<file path="src/rtl/jtag_tap_ctrl.sv">
// jtag_tap_ctrl: IEEE 1149.1 TAP controller.
// It runs the 16-state TAP FSM and holds a 4-bit instruction register.
// It owns the BYPASS and IDCODE registers, drives the DR-phase strobes and
// the instruction selects into jtag_test_if, and multiplexes every data
// register onto TDO.
//
// Ports
//   tck_i, trst_ni          test clock, asynchronous active-low reset
//   tms_i, tdi_i            mode select and serial input, sampled on rising tck
//   debug_tdi_i             serial output of the debug register
//   bs_chain_tdi_i          serial output of the boundary-scan chain
//   mbist_tdi_i             serial output of the MBIST register
//   tdo_o, tdo_oe_o         serial output and pad enable, updated on falling tck
//   test_logic_reset_o      high in Test-Logic-Reset or during reset
//   capture/shift/pause/update_dr_o   DR state decodes
//   extest/sample_preload/mbist/debug_select_o   one-hot instruction decodes
//   state_o                 current TAP state encoding
module jtag_tap_ctrl #(
  parameter int unsigned        IR_LEN       = 4,
  parameter logic [31:0]        IDCODE_VALUE = 32'h1180_0001,
  parameter logic [IR_LEN-1:0]  OP_EXTEST    = IR_LEN'(4'b0000),
  parameter logic [IR_LEN-1:0]  OP_SAMPLE    = IR_LEN'(4'b0001),
  parameter logic [IR_LEN-1:0]  OP_IDCODE    = IR_LEN'(4'b0010),
  parameter logic [IR_LEN-1:0]  OP_DEBUG     = IR_LEN'(4'b1000),
  parameter logic [IR_LEN-1:0]  OP_MBIST     = IR_LEN'(4'b1001),
  parameter logic [IR_LEN-1:0]  OP_BYPASS    = IR_LEN'(4'b1111)
) (
  input  logic       tck_i,
  input  logic       trst_ni,
  input  logic       tms_i,
  input  logic       tdi_i,
  input  logic       debug_tdi_i,
  input  logic       bs_chain_tdi_i,
  input  logic       mbist_tdi_i,
  output logic       tdo_o,
  output logic       tdo_oe_o,
  output logic       test_logic_reset_o,
  output logic       capture_dr_o,
  output logic       shift_dr_o,
  output logic       pause_dr_o,
  output logic       update_dr_o,
  output logic       extest_select_o,
  output logic       sample_preload_select_o,
  output logic       mbist_select_o,
  output logic       debug_select_o,
  output logic [3:0] state_o
);

  localparam int unsigned ID_LEN = 32;
  localparam logic [IR_LEN-1:0] IR_CAPTURE = IR_LEN'(4'b0101);

  // Conventional 1149.1 state encoding, visible on state_o
  typedef enum logic [3:0] {
    EXIT2_DR         = 4'h0,
    EXIT1_DR         = 4'h1,
    SHIFT_DR         = 4'h2,
    PAUSE_DR         = 4'h3,
    SELECT_IR        = 4'h4,
    UPDATE_DR        = 4'h5,
    CAPTURE_DR       = 4'h6,
    SELECT_DR        = 4'h7,
    EXIT2_IR         = 4'h8,
    EXIT1_IR         = 4'h9,
    SHIFT_IR         = 4'hA,
    PAUSE_IR         = 4'hB,
    RUN_TEST_IDLE    = 4'hC,
    UPDATE_IR        = 4'hD,
    CAPTURE_IR       = 4'hE,
    TEST_LOGIC_RESET = 4'hF
  } tap_state_e;

  tap_state_e              state_q, state_d;
  logic [IR_LEN-1:0]       ir_shift_q;
  logic [IR_LEN-1:0]       ir_q;
  logic                    bypass_q;
  logic [ID_LEN-1:0]       idcode_q;
  logic                    tdo_src_c;
  logic                    is_extest, is_sample, is_idcode, is_debug, is_mbist, is_bypass;
  logic                    not_tlr;

  // TAP state register
  always_ff @(posedge tck_i or negedge trst_ni) begin
    if (!trst_ni) begin
      state_q <= TEST_LOGIC_RESET;
    end else begin
      state_q <= state_d;
    end
  end

  // TAP next-state logic
  always_comb begin
    state_d = state_q;
    case (state_q)
      TEST_LOGIC_RESET: state_d = tms_i ? TEST_LOGIC_RESET : RUN_TEST_IDLE;
      RUN_TEST_IDLE:    state_d = tms_i ? SELECT_DR        : RUN_TEST_IDLE;
      SELECT_DR:        state_d = tms_i ? SELECT_IR        : CAPTURE_DR;
      CAPTURE_DR:       state_d = tms_i ? EXIT1_DR         : SHIFT_DR;
      SHIFT_DR:         state_d = tms_i ? EXIT1_DR         : SHIFT_DR;
      EXIT1_DR:         state_d = tms_i ? UPDATE_DR        : PAUSE_DR;
      PAUSE_DR:         state_d = tms_i ? EXIT2_DR         : PAUSE_DR;
      EXIT2_DR:         state_d = tms_i ? UPDATE_DR        : SHIFT_DR;
      UPDATE_DR:        state_d = tms_i ? SELECT_DR        : RUN_TEST_IDLE;
      SELECT_IR:        state_d = tms_i ? TEST_LOGIC_RESET : CAPTURE_IR;
      CAPTURE_IR:       state_d = tms_i ? EXIT1_IR         : SHIFT_IR;
      SHIFT_IR:         state_d = tms_i ? EXIT1_IR         : SHIFT_IR;
      EXIT1_IR:         state_d = tms_i ? UPDATE_IR        : PAUSE_IR;
      PAUSE_IR:         state_d = tms_i ? EXIT2_IR         : PAUSE_IR;
      EXIT2_IR:         state_d = tms_i ? UPDATE_IR        : SHIFT_IR;
      UPDATE_IR:        state_d = tms_i ? SELECT_DR        : RUN_TEST_IDLE;
      default:          state_d = TEST_LOGIC_RESET;
    endcase
  end

  // Instruction register: shift stage plus active IR.
  // The active IR reloads IDCODE whenever TLR is occupied or about to be entered.
  always_ff @(posedge tck_i or negedge trst_ni) begin
    if (!trst_ni) begin
      ir_shift_q <= IR_CAPTURE;
      ir_q       <= OP_IDCODE;
    end else begin
      case (state_q)
        CAPTURE_IR: ir_shift_q <= IR_CAPTURE;
        SHIFT_IR:   ir_shift_q <= {tdi_i, ir_shift_q[IR_LEN-1:1]};
        default:    ir_shift_q <= ir_shift_q;
      endcase
      if (state_q == TEST_LOGIC_RESET || state_d == TEST_LOGIC_RESET) begin
        ir_q <= OP_IDCODE;
      end else if (state_q == UPDATE_IR) begin
        ir_q <= ir_shift_q;
      end
    end
  end

  // BYPASS and IDCODE data registers
  always_ff @(posedge tck_i or negedge trst_ni) begin
    if (!trst_ni) begin
      bypass_q <= 1'b0;
      idcode_q <= '0;
    end else begin
      case (state_q)
        CAPTURE_DR: begin
          bypass_q <= 1'b0;
          idcode_q <= IDCODE_VALUE;
        end
        SHIFT_DR: begin
          bypass_q <= tdi_i;
          idcode_q <= {tdi_i, idcode_q[ID_LEN-1:1]};
        end
        default: begin
          bypass_q <= bypass_q;
          idcode_q <= idcode_q;
        end
      endcase
    end
  end

  // Instruction decode; any opcode not listed behaves as BYPASS
  assign is_extest = (ir_q == OP_EXTEST);
  assign is_sample = (ir_q == OP_SAMPLE);
  assign is_idcode = (ir_q == OP_IDCODE);
  assign is_debug  = (ir_q == OP_DEBUG);
  assign is_mbist  = (ir_q == OP_MBIST);
  assign is_bypass = (ir_q == OP_BYPASS) |
                     ~(is_extest | is_sample | is_idcode | is_debug | is_mbist);

  assign not_tlr = (state_q != TEST_LOGIC_RESET);

  assign extest_select_o         = not_tlr & is_extest & ~is_bypass;
  assign sample_preload_select_o = not_tlr & is_sample & ~is_bypass;
  assign mbist_select_o          = not_tlr & is_mbist  & ~is_bypass;
  assign debug_select_o          = not_tlr & is_debug  & ~is_bypass;

  // DR strobes are straight decodes of the state register
  assign capture_dr_o       = (state_q == CAPTURE_DR);
  assign shift_dr_o         = (state_q == SHIFT_DR);
  assign pause_dr_o         = (state_q == PAUSE_DR);
  assign update_dr_o        = (state_q == UPDATE_DR);
  assign test_logic_reset_o = (state_q == TEST_LOGIC_RESET) | ~trst_ni;
  assign state_o            = state_q;

  // TDO source: IR shift stage in ShiftIR, selected data register in ShiftDR
  always_comb begin
    tdo_src_c = 1'b0;
    case (state_q)
      SHIFT_IR: tdo_src_c = ir_shift_q[0];
      SHIFT_DR: begin
        if (is_bypass) begin
          tdo_src_c = bypass_q;
        end else if (is_extest || is_sample) begin
          tdo_src_c = bs_chain_tdi_i;
        end else if (is_debug) begin
          tdo_src_c = debug_tdi_i;
        end else if (is_mbist) begin
          tdo_src_c = mbist_tdi_i;
        end else begin
          tdo_src_c = idcode_q[0];
        end
      end
      default: tdo_src_c = 1'b0;
    endcase
  end

  // TDO is launched on the falling edge so it is stable at the next rising edge
  always_ff @(negedge tck_i or negedge trst_ni) begin
    if (!trst_ni) begin
      tdo_o    <= 1'b0;
      tdo_oe_o <= 1'b0;
    end else begin
      tdo_oe_o <= (state_q == SHIFT_IR) || (state_q == SHIFT_DR);
      tdo_o    <= tdo_src_c;
    end
  end

endmodule

</file>
<file path="config.mk">
export PLATFORM = sky130hd
export DESIGN_NAME = jtag_tap_ctrl
export DESIGN_NICKNAME = d
export VERILOG_FILES = /design/src/rtl/jtag_tap_ctrl.sv
export SDC_FILE = /design/constraint.sdc
export NUM_CORES = 1
export LEC_CHECK = 0
export CAP_MARGIN = 20
export CORE_AREA = 3 3 70 72
export CTS_BUF_LIST = sky130_fd_sc_hd__clkbuf_4 sky130_fd_sc_hd__clkbuf_8
export DETAILED_ROUTE_END_ITERATION = 10
export DIE_AREA = 0 0 73 75
export PLACE_DENSITY_LB_ADDON = 0.2
export SYNTH_ARGS = -nofsm -noshare
export SYNTH_HDL_FRONTEND = slang
export SYNTH_SLANG_ARGS = --single-unit
</file>
<file path="constraint.sdc">
create_clock -name tck_i -period 3.6 [get_ports tck_i]
set_input_delay 0.72 -clock tck_i [delete_from_list [all_inputs] [get_ports tck_i]]
set_output_delay 0.72 -clock tck_i [all_outputs]
set_load 0.03 [all_outputs]
</file>
==> reports/metrics.csv, run 1 <==
stage;metric;value;unit
run_status;status;finished clean;
synth;synth_enable_flop_cells;0;
global_routing;overflow;0;
cts;cts.path.max_buffers;2;
floorplanning;core-area;4350;µm²
routing;drt-total-wl;3.65;mm
setup_path;crit_type;reg -> out;
global_routing;grt_pass1_wl;6.09;mm
cts;cts_tree;yes;
timing;drv_slew;0;
synth;syn_inst;158;
routing;dr.first_iter.drc_count;87;
synth;yosysSeqAreaShare;0.607;
placement;dp_slack;-0.0348;ns
routing;postRouteAntennaNets;0;
cts;cts.sinks;46;
cts;cts.repair.resized;0;
routing;drc_errors;0;
global_routing;antenna_found_initial;0;
floorplanning;io_pins;22;
cells_and_area;diodes;0;
floorplanning;initial_core_util;0.439;
cts;clkTransAtPathRegs;0.08;ns
setup_path;crit_path_start_kind;register;
placement;post-dp-hpwl;2.39;mm
synth;yosysWarnings;0;
timing;hold_violations;0;
setup_path;end_kind;output port;
setup_path;required;2.88;ns
pwr;p_leak;1.02;nW
setup_path;r2r_slack;0.47;ns
setup_path;r2r-end;tdo_o$_DFF_NN0_;
cells_and_area;n_fill_cell;379;
setup_path;r2r-start;ir_q[1]$_DFFE_PN1P_;
cells_and_area;final_common_cell;dfrtp_1;
setup_path;cp_max_fo;1;
global_routing;grt_max_degree;32;
synth;synth.distinct_cells;34;
floorplanning;placementRows;24;
floorplanning;dieArea;5480;µm²
routing;vias;1312;
setup_path;critical_path_arrival;2.67;ns
synth;synth_ff_type;dfrtp_1;
pwr;power.density;822;nW/µm²
floorplanning;die_h;75;µm
cells_and_area;drive_gt1_frac;0.144;
cts;post_cts_buffers;0;
placement;place.gp.congestion;0.834;
global_routing;first_global_vias;1252;
setup_path;cpPeakStageDelay;0.41;ns
timing;slew_headroom;0.735;
pwr;worst_ir_drop_vdd;0.000344;V
flow_run;drv_cap;0;
routing;vias_per_cell;5.66;
routing;detail_route.wl_per_cell;15.7;µm
cells_and_area;syn_to_final_growth;16.9;%
cts;cts_buffers;5;
timing;finClkSkew;0.00420;ns
cts;cts-hold-fix-buffers;0;
setup_path;path_delay_family;flip-flops;
routing;drt_pre_antenna_iters;4;
synth;syn_nets;165;
timing;final.setup.tns;0;ns
setup_path;path_cells;buf_4;
placement;portBuffers;21;
setup_path;r2r_cells;3;
timing;setup_viol_count_final;0;
cells_and_area;final_cell_mix;37 x dfrtp_1, 32 x a22o_1, 18 x clkdlybuf4s50_1, 12 x nand2_1, 9 x o21ai_0;
cells_and_area;multi_input_area;641;µm²
cells_and_area;regArea;1160;µm²
timing;grt_setup_unrepaired;false;
synth;synthArstFlopShare;1.00;
synth;synth_area;1910;µm²
cts;htree_levels;2;
synth;syn-mean-instance-area;12.1;µm²
timing;setup_ws;0.207;ns
setup_path;slowest_stage;dfrtn_1;
pwr;totalPowerFinal;1.84;mW
cts;clock_latency;0.30;ns
timing;max_slew.worst_pin.slew;0.398;ns
min_path;hp-class;in -> async;
floorplanning;die_x;73;µm
timing;finalHoldWorstSlack;0.338;ns
cells_and_area;finalNetCount;186;
global_routing;grt.total_usage;0.147;
synth;synth_seq_cells;46;
setup_path;critical_path_buf_inv_count;1;
cts;root_buffer;clkbuf_8;
-- cells in the mapped netlist (all sizes together) (2+ instances only) --
cell / instances / area, µm²
nor2b: 3 / 18.8
a21oi: 5 / 25.0
nor2: 7 / 26.3
dfrtn: 2 / 50.1
buf: 9 / 75.1
a211oi: 3 / 22.5
dfrtp: 37 / 926
o22a: 4 / 35.0
a22o: 32 / 280
nand3: 2 / 10.0
o21ai: 9 / 45.0
dfstp: 7 / 184
nor3: 3 / 15.0
nand2b: 2 / 12.5
inv: 7 / 26.3
nand2: 12 / 45.0
-- cells by family (layout without fill, tap and decap cells) --
| kind of cell | after synthesis | count (layout) | share of synthesized area |
|---|---|---|---|
| AOI/OAI and AO/OA | 57 | 57 | 0.231 |
| buffers and inverters | 18 | 40 | 0.0576 |
| DFF | 46 | 46 | 0.607 |
| muxes | 1 | 1 | 0.00589 |
| and+or+nand+nor | 36 | 36 | 0.0982 |
-- sequential cells by signal, summed over array words and instances, names as in the netlist --
name and flops:
tdo_oe_o 1, state_o 4, tdo_o 1, bypass_q 1
ir_shift_q 4, idcode_q 31, ir_q 4
-- per-layer routing --
metal,wire length (µm),GRT usage
met5,0,0
met3,174,0.0481
met2,1570,0.217
met4,53,0.0492
met1,1850,0.204
-- area by class of cell --
cell class                 count  share of cell area
clock inverter                 2              0.0168
inverter                       8              0.0140
timing repair buffer          24              0.0997
sequential                    46               0.519
multi-input combinational     94               0.287
tap                           52              0.0291
clock buffer                   6              0.0342
-- worst max path at each step --
stage                               start         endpoint  slack (ns)  cells after the start
after floorplan            bs_chain_tdi_i  tdo_o$_DFF_NN0_        0.46                      3
after global placement     bs_chain_tdi_i  tdo_o$_DFF_NN0_      -0.008                      4
after detailed placement   bs_chain_tdi_i  tdo_o$_DFF_NN0_       -0.03                      4
after CTS                 tdo_o$_DFF_NN0_            tdo_o        0.20                      1
after global routing      tdo_o$_DFF_NN0_            tdo_o        0.18                      1
final                     tdo_o$_DFF_NN0_            tdo_o        0.21                      1
-- power by group --
part	internal, mW	total (mW)	switching [mW]	leakage [nW]
clock	0.215	0.384	0.169	0.0548
sequential	0.681	0.837	0.156	0.597
combinational	0.269	0.615	0.346	0.370
total	1.16	1.84	0.672	1.02
-- stage by stage --
stage	cell area (µm²)	cells	util
2_1_floorplan	1910	158	-
3_3_place_gp	2120	224	0.487
3_5_place_dp	2120	224	0.487
4_1_cts	2230	232	0.513
5_1_grt	2230	232	0.513
6_report	2230	232	0.513
Note: power is estimated with default switching activity, not from simulation.
==> run 2: changes to the inputs <==
--- a/config.mk
+++ b/config.mk
@@ -7,8 +7,9 @@
 export LEC_CHECK = 0
 export CAP_MARGIN = 20
-export CORE_AREA = 3 3 70 72
+export CORE_AREA = 3 3 60 84
 export CTS_BUF_LIST = sky130_fd_sc_hd__clkbuf_4 sky130_fd_sc_hd__clkbuf_8
 export DETAILED_ROUTE_END_ITERATION = 10
-export DIE_AREA = 0 0 73 75
+export DIE_AREA = 0 0 63 87
+export GPL_TIMING_DRIVEN = 0
 export PLACE_DENSITY_LB_ADDON = 0.2
 export SYNTH_ARGS = -nofsm -noshare
==> constraint.sdc (replaced) <==
create_clock -name tck_i -period 3.6 [get_ports tck_i]
set_input_delay 1.08 -clock tck_i [delete_from_list [all_inputs] [get_ports tck_i]]
set_output_delay 1.08 -clock tck_i [all_outputs]
set_load 0.03 [all_outputs]
==> run 2 against run 1 <==
  * The run now ends with setup timing left
  * Count of clock-buffer cells in the layout unchanged
  * Largest power group unchanged
  * Critical path type unchanged
  * Critical path depth unchanged
  * Utilization increased by 3.1 points
  * Sequential cell count stayed put
  * Highest routed layer unchanged
  * Routed wire length grew 3.9%
  * Design area is 4.9% higher
  * Via count grew 2.4%
  * Largest cell class unchanged
  * Clock skew up 0.0039 ns
  * Sequential share of layout area is 2.4 points lower
  * Cell count rose by 6.9%
==> reports/metrics.csv, run 2 (same netlist as run 1, synthesis figures left out) <==
stage;metric;value;unit;change
run_status;status;complete, but fails checks;;was finished clean
run_status;violations;setup timing;;
cells_and_area;largest_reg_flops;31;;unchanged
timing;final.setup.tns;-0.239;ns;was 0 ns
cells_and_area;drive_gt1_frac;0.186;;was 0.144
routing;vias;1343;;was 1312
setup_path;slowest_stage;dfrtn_1;;unchanged
placement;place_inst;240;;was 224
cells_and_area;syn_to_final_growth;22.7;%;was 16.9%
flow_run;drv_cap;0;;unchanged
routing;vias_per_cell;5.42;;was 5.66
pwr;power.density;815;nW/µm²;was 822 nW/µm²
global_routing;grt_max_degree;35;;was 32
pwr;p_leak;1.09;nW;was 1.02 nW
global_routing;first_global_vias;1415;;was 1252
timing;setup_ws;-0.130;ns;was 0.207 ns
cells_and_area;final_cell_mix;37 x dfrtp_1, 32 x a22o_1, 16 x clkdlybuf4s50_1, 12 x nand2_1, 9 x o21ai_0;;was 37 x dfrtp_1, 32 x a22o_1, 18 x clkdlybuf4s50_1, 12 x nand2_1, 9 x o21ai_0
floorplanning;placementRows;28;;was 24
setup_path;crit_path_start_kind;register;;unchanged
routing;drt_pre_antenna_iters;4;;unchanged
floorplanning;die_h;87;µm;was 75 µm
placement;dp_slack;-0.366;ns;was -0.0348 ns
setup_path;r2r_slack;0.38;ns;was 0.47 ns
routing;detail_route.wl_per_cell;15.3;µm;was 15.7 µm
min_path;hp-class;reg -> reg;;was in -> async
setup_path;cp_max_fo;1;;unchanged
setup_path;path_cells;buf_6;;was buf_4
cts;cts_tree;yes;;unchanged
floorplanning;die_x;63;µm;was 73 µm
floorplanning;initial_core_util;0.443;;was 0.439
cts;clock_latency;0.30;ns;about the same
setup_path;r2r-start;state_o[1]$_DFF_PN1_;;was ir_q[1]$_DFFE_PN1P_
cts;cts.sinks;46;;unchanged
cells_and_area;final_common_cell;dfrtp_1;;unchanged
timing;setup_viol_count_final;2;;was 0
timing;finClkSkew;0.00810;ns;was 0.00420 ns
global_routing;antenna_found_initial;0;;unchanged
min_path;hp-start;ir_shift_q[0]$_DFFE_PN1N_;;
routing;drc_errors;0;;unchanged
cells_and_area;diodes;0;;unchanged
timing;slew_headroom;0.712;;was 0.735
timing;hold_violations;0;;unchanged
cts;cts_buffers;5;;unchanged
timing;finalHoldWorstSlack;0.493;ns;was 0.338 ns
floorplanning;dieArea;5480;µm²;about the same
cts;clkTransAtPathRegs;0.08;ns;about the same
cells_and_area;fin_cells;248;;was 232
global_routing;grt.total_usage;0.159;;was 0.147
timing;max_slew.worst_pin.slew;0.433;ns;was 0.398 ns
placement;post-dp-hpwl;2.74;mm;was 2.39 mm
setup_path;critPathLaunch;tdo_oe_o$_DFF_NN0_;;was tdo_o$_DFF_NN0_
global_routing;overflow;0;;unchanged
floorplanning;core-area;4310;µm²;was 4350 µm²
timing;grt_setup_unrepaired;true;;was false
routing;dr.first_iter.drc_count;56;;was 87
cells_and_area;largest_register;idcode_q;;unchanged
cells_and_area;n_fill_cell;382;;was 379
placement;portBuffers;21;;unchanged
placement;place.gp.congestion;0.767;;was 0.834
cts;htree_levels;2;;unchanged
cts;post_cts_buffers;0;;unchanged
cells_and_area;regArea;1160;µm²;unchanged
setup_path;required;2.52;ns;was 2.88 ns
setup_path;path_delay_family;flip-flops;;unchanged
timing;drv_slew;0;;unchanged
setup_path;critical_path_arrival;2.65;ns;was 2.67 ns
setup_path;critical_path_buf_inv_count;1;;unchanged
cts;cts.path.max_buffers;2;;unchanged
routing;drt-total-wl;3.79;mm;was 3.65 mm
pwr;worst_ir_drop_vdd;0.000435;V;was 0.000344 V
routing;postRouteAntennaNets;0;;unchanged
floorplanning;io_pins;22;;unchanged
setup_path;cpPeakStageDelay;0.42;ns;was 0.41 ns
global_routing;grt_pass1_wl;6.82;mm;was 6.09 mm
setup_path;crit_type;reg -> out;;unchanged
cells_and_area;finalNetCount;194;;was 186
cells_and_area;multi_input_area;656;µm²;was 641 µm²
setup_path;end_kind;output port;;unchanged
cts;cts-hold-fix-buffers;0;;unchanged
cts;root_buffer;clkbuf_8;;unchanged
## run 2: changes by cell type in the layout (fill, tap and decap cells not counted), moves of 2 or more
cell	delta
buf_6	+4
buf_4	-2
clkdlybuf4s50_1	-2
buf_2	+3
## run 2: metal layers
layer | GRT usage | routed length, µm | vias up
met3 | 0.0413 | 163 | 5
met2 | 0.277 | 1980 | 32
li1 | - | - | 634
met5 | 0 | 0 | -
met1 | 0.188 | 1590 | 672
met4 | 0.0602 | 61 | 0
## run 2: stage by stage
stage | power, mW | cell area (µm²) | utilization
5_1_grt | 2.05 | 2340 | 0.544
2_1_floorplan | 1.28 | 1910 | -
6_report | 1.91 | 2340 | 0.544
3_3_place_gp | 1.50 | 2200 | 0.510
3_5_place_dp | 1.52 | 2210 | 0.513
4_1_cts | 1.93 | 2340 | 0.543
## run 2: final timing paths
kind,to,depth (start not counted)
min reg2reg,ir_shift_q[0]$_DFFE_PN1N_,2
max reg2reg,tdo_o$_DFF_NN0_,4
min,ir_shift_q[0]$_DFFE_PN1N_,2
max,tdo_oe_o,1
min in group asynchronous,idcode_q[2]$_DFFE_PN0N_,1
max in group asynchronous,tdo_oe_o$_DFF_NN0_,2
## run 2: timing repair
item | in CTS | in global routing
cloned | 0 | 0
gates resized for setup | 18 | 1
pin swaps | 2 | 0
setup endpoints to repair | 3 | 3
## run 2: final cells by class
class | count | share of cell area
Tap cell | 60 | 0.0320
Multi-Input combinational cell | 94 | 0.280
Buffer | 10 | 0.0336
Clock inverter | 2 | 0.0160
Clock buffer | 6 | 0.0326
Sequential cell | 46 | 0.495
Inverter | 8 | 0.0133
Timing Repair Buffer | 22 | 0.0977
## run 2: power breakdown
group / internal (mW) / switching [mW] / total [mW]
sequential: 0.679 / 0.106 / 0.785
clock: 0.215 / 0.165 / 0.379
combinational: 0.324 / 0.423 / 0.747
==> run 3: changes to the inputs <==
TNS_END_PERCENT = 10   (was default)
==> run 3 against run 2 <==
  * The flow still finishes with violations (setup timing)
  * Via count increased by 0.67%
  * Clock power about the same
  * Sequential share of layout area increased by 0.16 points
  * Combinational power decreased by 1%
  * Cell count unchanged
  * Worst setup slack improved by 0.00092 ns
  * Highest routed layer unchanged
==> reports/metrics.csv, run 3 (same netlist as run 1, synthesis figures left out) <==
stage;metric;value;unit;change
setup_path;cpPeakStageDelay;0.42;ns;about the same
cts;cts_tree;yes;;unchanged
pwr;p_leak;1.08;nW;was 1.09 nW
cells_and_area;largest_register;idcode_q;;unchanged
pwr;power_frac_comb;0.387;;was 0.391
setup_path;r2r_slack;0.37;ns;was 0.38 ns
setup_path;critical_path_arrival;2.65;ns;about the same
setup_path;crit_path_start_kind;register;;unchanged
cells_and_area;fin_cells;248;;unchanged
pwr;intPower;1.21;mW;was 1.22 mW
cells_and_area;final_common_cell;dfrtp_1;;unchanged
cells_and_area;syn_to_final_growth;22.3;%;was 22.7%
routing;drt_pre_antenna_iters;4;;unchanged
cells_and_area;fin_util;0.542;;was 0.544
placement;place.gp.congestion;0.767;;unchanged
run_status;status;complete, but fails checks;;unchanged
placement;post-dp-hpwl;2.74;mm;unchanged
setup_path;r2r-end;tdo_o$_DFF_NN0_;;unchanged
cts;cts.sinks;46;;unchanged
timing;setup_viol_count_final;3;;was 2
routing;drc_errors;0;;unchanged
routing;dr.first_iter.drc_count;45;;was 56
cells_and_area;drive_gt1_frac;0.181;;was 0.186
timing;grt_setup_unrepaired;true;;unchanged
flow_run;drv_cap;0;;unchanged
global_routing;overflow;0;;unchanged
timing;hold_violations;0;;unchanged
min_path;hp-class;reg -> reg;;unchanged
run_status;violations;setup timing;;unchanged
routing;drt-total-wl;3.77;mm;was 3.79 mm
global_routing;antenna_found_initial;0;;unchanged
setup_path;required;2.52;ns;about the same
timing;max_slew.worst_pin.slew;0.439;ns;was 0.433 ns
setup_path;critical_path_buf_inv_count;1;;unchanged
global_routing;grt.total_usage;0.157;;was 0.159
cts;cts.repair.resized;15;;was 18
cells_and_area;diodes;0;;unchanged
pwr;power.density;814;nW/µm²;was 815 nW/µm²
setup_path;path_cells;buf_6;;unchanged
placement;placed_area;2210;µm²;unchanged
cells_and_area;final_cell_mix;37 x dfrtp_1, 32 x a22o_1, 17 x clkdlybuf4s50_1, 12 x nand2_1, 9 x o21ai_0;;was 37 x dfrtp_1, 32 x a22o_1, 16 x clkdlybuf4s50_1, 12 x nand2_1, 9 x o21ai_0
cts;clock_latency;0.30;ns;about the same
timing;drv_slew;0;;unchanged
cts;htree_levels;2;;unchanged
cells_and_area;finalInstanceArea;2340;µm²;about the same
cells_and_area;largest_reg_flops;31;;unchanged
pwr;worst_ir_drop_vdd;0.000441;V;was 0.000435 V
setup_path;cp_max_fo;1;;unchanged
routing;vias_per_cell;5.45;;was 5.42
routing;vias;1352;;was 1343
placement;portBuffers;21;;unchanged
routing;postRouteAntennaNets;0;;unchanged
cts;cts_buffers;5;;unchanged
pwr;p_seq_frac;0.413;;was 0.411
timing;setup_ws;-0.129;ns;was -0.130 ns
cts;cts-hold-fix-buffers;0;;unchanged
pwr;net-switching-power;0.688;mW;was 0.693 mW
setup_path;r2r-start;state_o[1]$_DFF_PN1_;;unchanged
floorplanning;io_pins;22;;unchanged
cts;root_buffer;clkbuf_8;;unchanged
setup_path;path_delay_family;flip-flops;;unchanged
setup_path;crit_type;reg -> out;;unchanged
floorplanning;die_h;87;µm;unchanged
global_routing;grt_pass1_wl;6.74;mm;was 6.82 mm
cts;cts.path.max_buffers;2;;unchanged
pwr;swShare;0.362;;was 0.363
timing;slew_headroom;0.707;;was 0.712
min_path;timing.hold.worst_endpoint;ir_shift_q[0]$_DFFE_PN1N_;;unchanged
min_path;hp-start;ir_shift_q[0]$_DFFE_PN1N_;;unchanged
placement;place_inst;240;;unchanged
global_routing;grt_max_degree;35;;unchanged
floorplanning;dieArea;5480;µm²;unchanged
routing;detail_route.wl_per_cell;15.2;µm;was 15.3 µm
cts;clkTransAtPathRegs;0.08;ns;about the same
cells_and_area;finalNetCount;194;;unchanged
floorplanning;placementRows;28;;unchanged
floorplanning;initial_core_util;0.443;;unchanged
setup_path;end_kind;output port;;unchanged
setup_path;r2r_cells;4;;unchanged
min_path;hold_depth;2;;unchanged
floorplanning;core-area;4310;µm²;unchanged
pwr;p_clk_frac;0.200;;was 0.198
timing;finClkSkew;0.0117;ns;was 0.00810 ns
floorplanning;die_x;63;µm;unchanged
setup_path;slowest_stage;dfrtn_1;;unchanged
cts;post_cts_buffers;0;;unchanged
global_routing;first_global_vias;1405;;was 1415
[run 3: worst max-delay path by stage]
stage | end | start | depth (start not counted)
after detailed placement | tdo_o$_DFF_NN0_ | bs_chain_tdi_i | 4
after global placement | tdo_oe_o$_DFF_NN0_ | trst_ni | 1
after floorplan | tdo_o$_DFF_NN0_ | bs_chain_tdi_i | 3
final | tdo_oe_o | tdo_oe_o$_DFF_NN0_ | 1
after CTS | tdo_oe_o | tdo_oe_o$_DFF_NN0_ | 1
after global routing | tdo_oe_o | tdo_oe_o$_DFF_NN0_ | 1
[run 3: worst register-to-register path, cell delays in order (launching register included)]
cell and delay [ns]:
dfstp_2 0.57, buf_2 0.20, nor3b_1 0.31, o21ai_0 0.16, a211oi_1 0.20
[run 3: power groups by stage]
stage	Sequential [mW]	Clock, mW	Combinational [mW]
finish	0.784	0.381	0.736
global route	0.806	0.419	0.806
CTS	0.785	0.393	0.742
detailed placement	0.792	0	0.732
global placement	0.786	0	0.716
floorplan	0.822	0	0.459
[run 3: cell type report]
class                      count  area [µm²]
fill                         382        1970
sequential                    46        1160
multi-input combinational     94         647
buffer                        10        78.8
tap                           60        75.1
inverter                       8        31.3
clock inverter                 2        37.5
timing repair buffer          22         230
clock buffer                   6        76.3
[run 3: per-stage QoR]
step	power, mW	worst slack (ns)	TNS (ns)	hold WS [ns]
2_1_floorplan	1.28	0.0999	0	0.460
3_3_place_gp	1.50	-1.41	-5.09	0.470
3_5_place_dp	1.52	-0.366	-1.01	0.477
4_1_cts	1.92	-0.137	-0.287	0.497
5_1_grt	2.03	-0.157	-0.340	0.517
6_report	1.90	-0.129	-0.270	0.492
[run 3: per-layer routing]
metal,global-route usage,vias to the layer above,wire [µm]
li1,-,631,-
met1,0.185,681,1580
met2,0.272,35,1970
met3,0.0413,5,158
met4,0.0602,0,63
met5,0,-,0
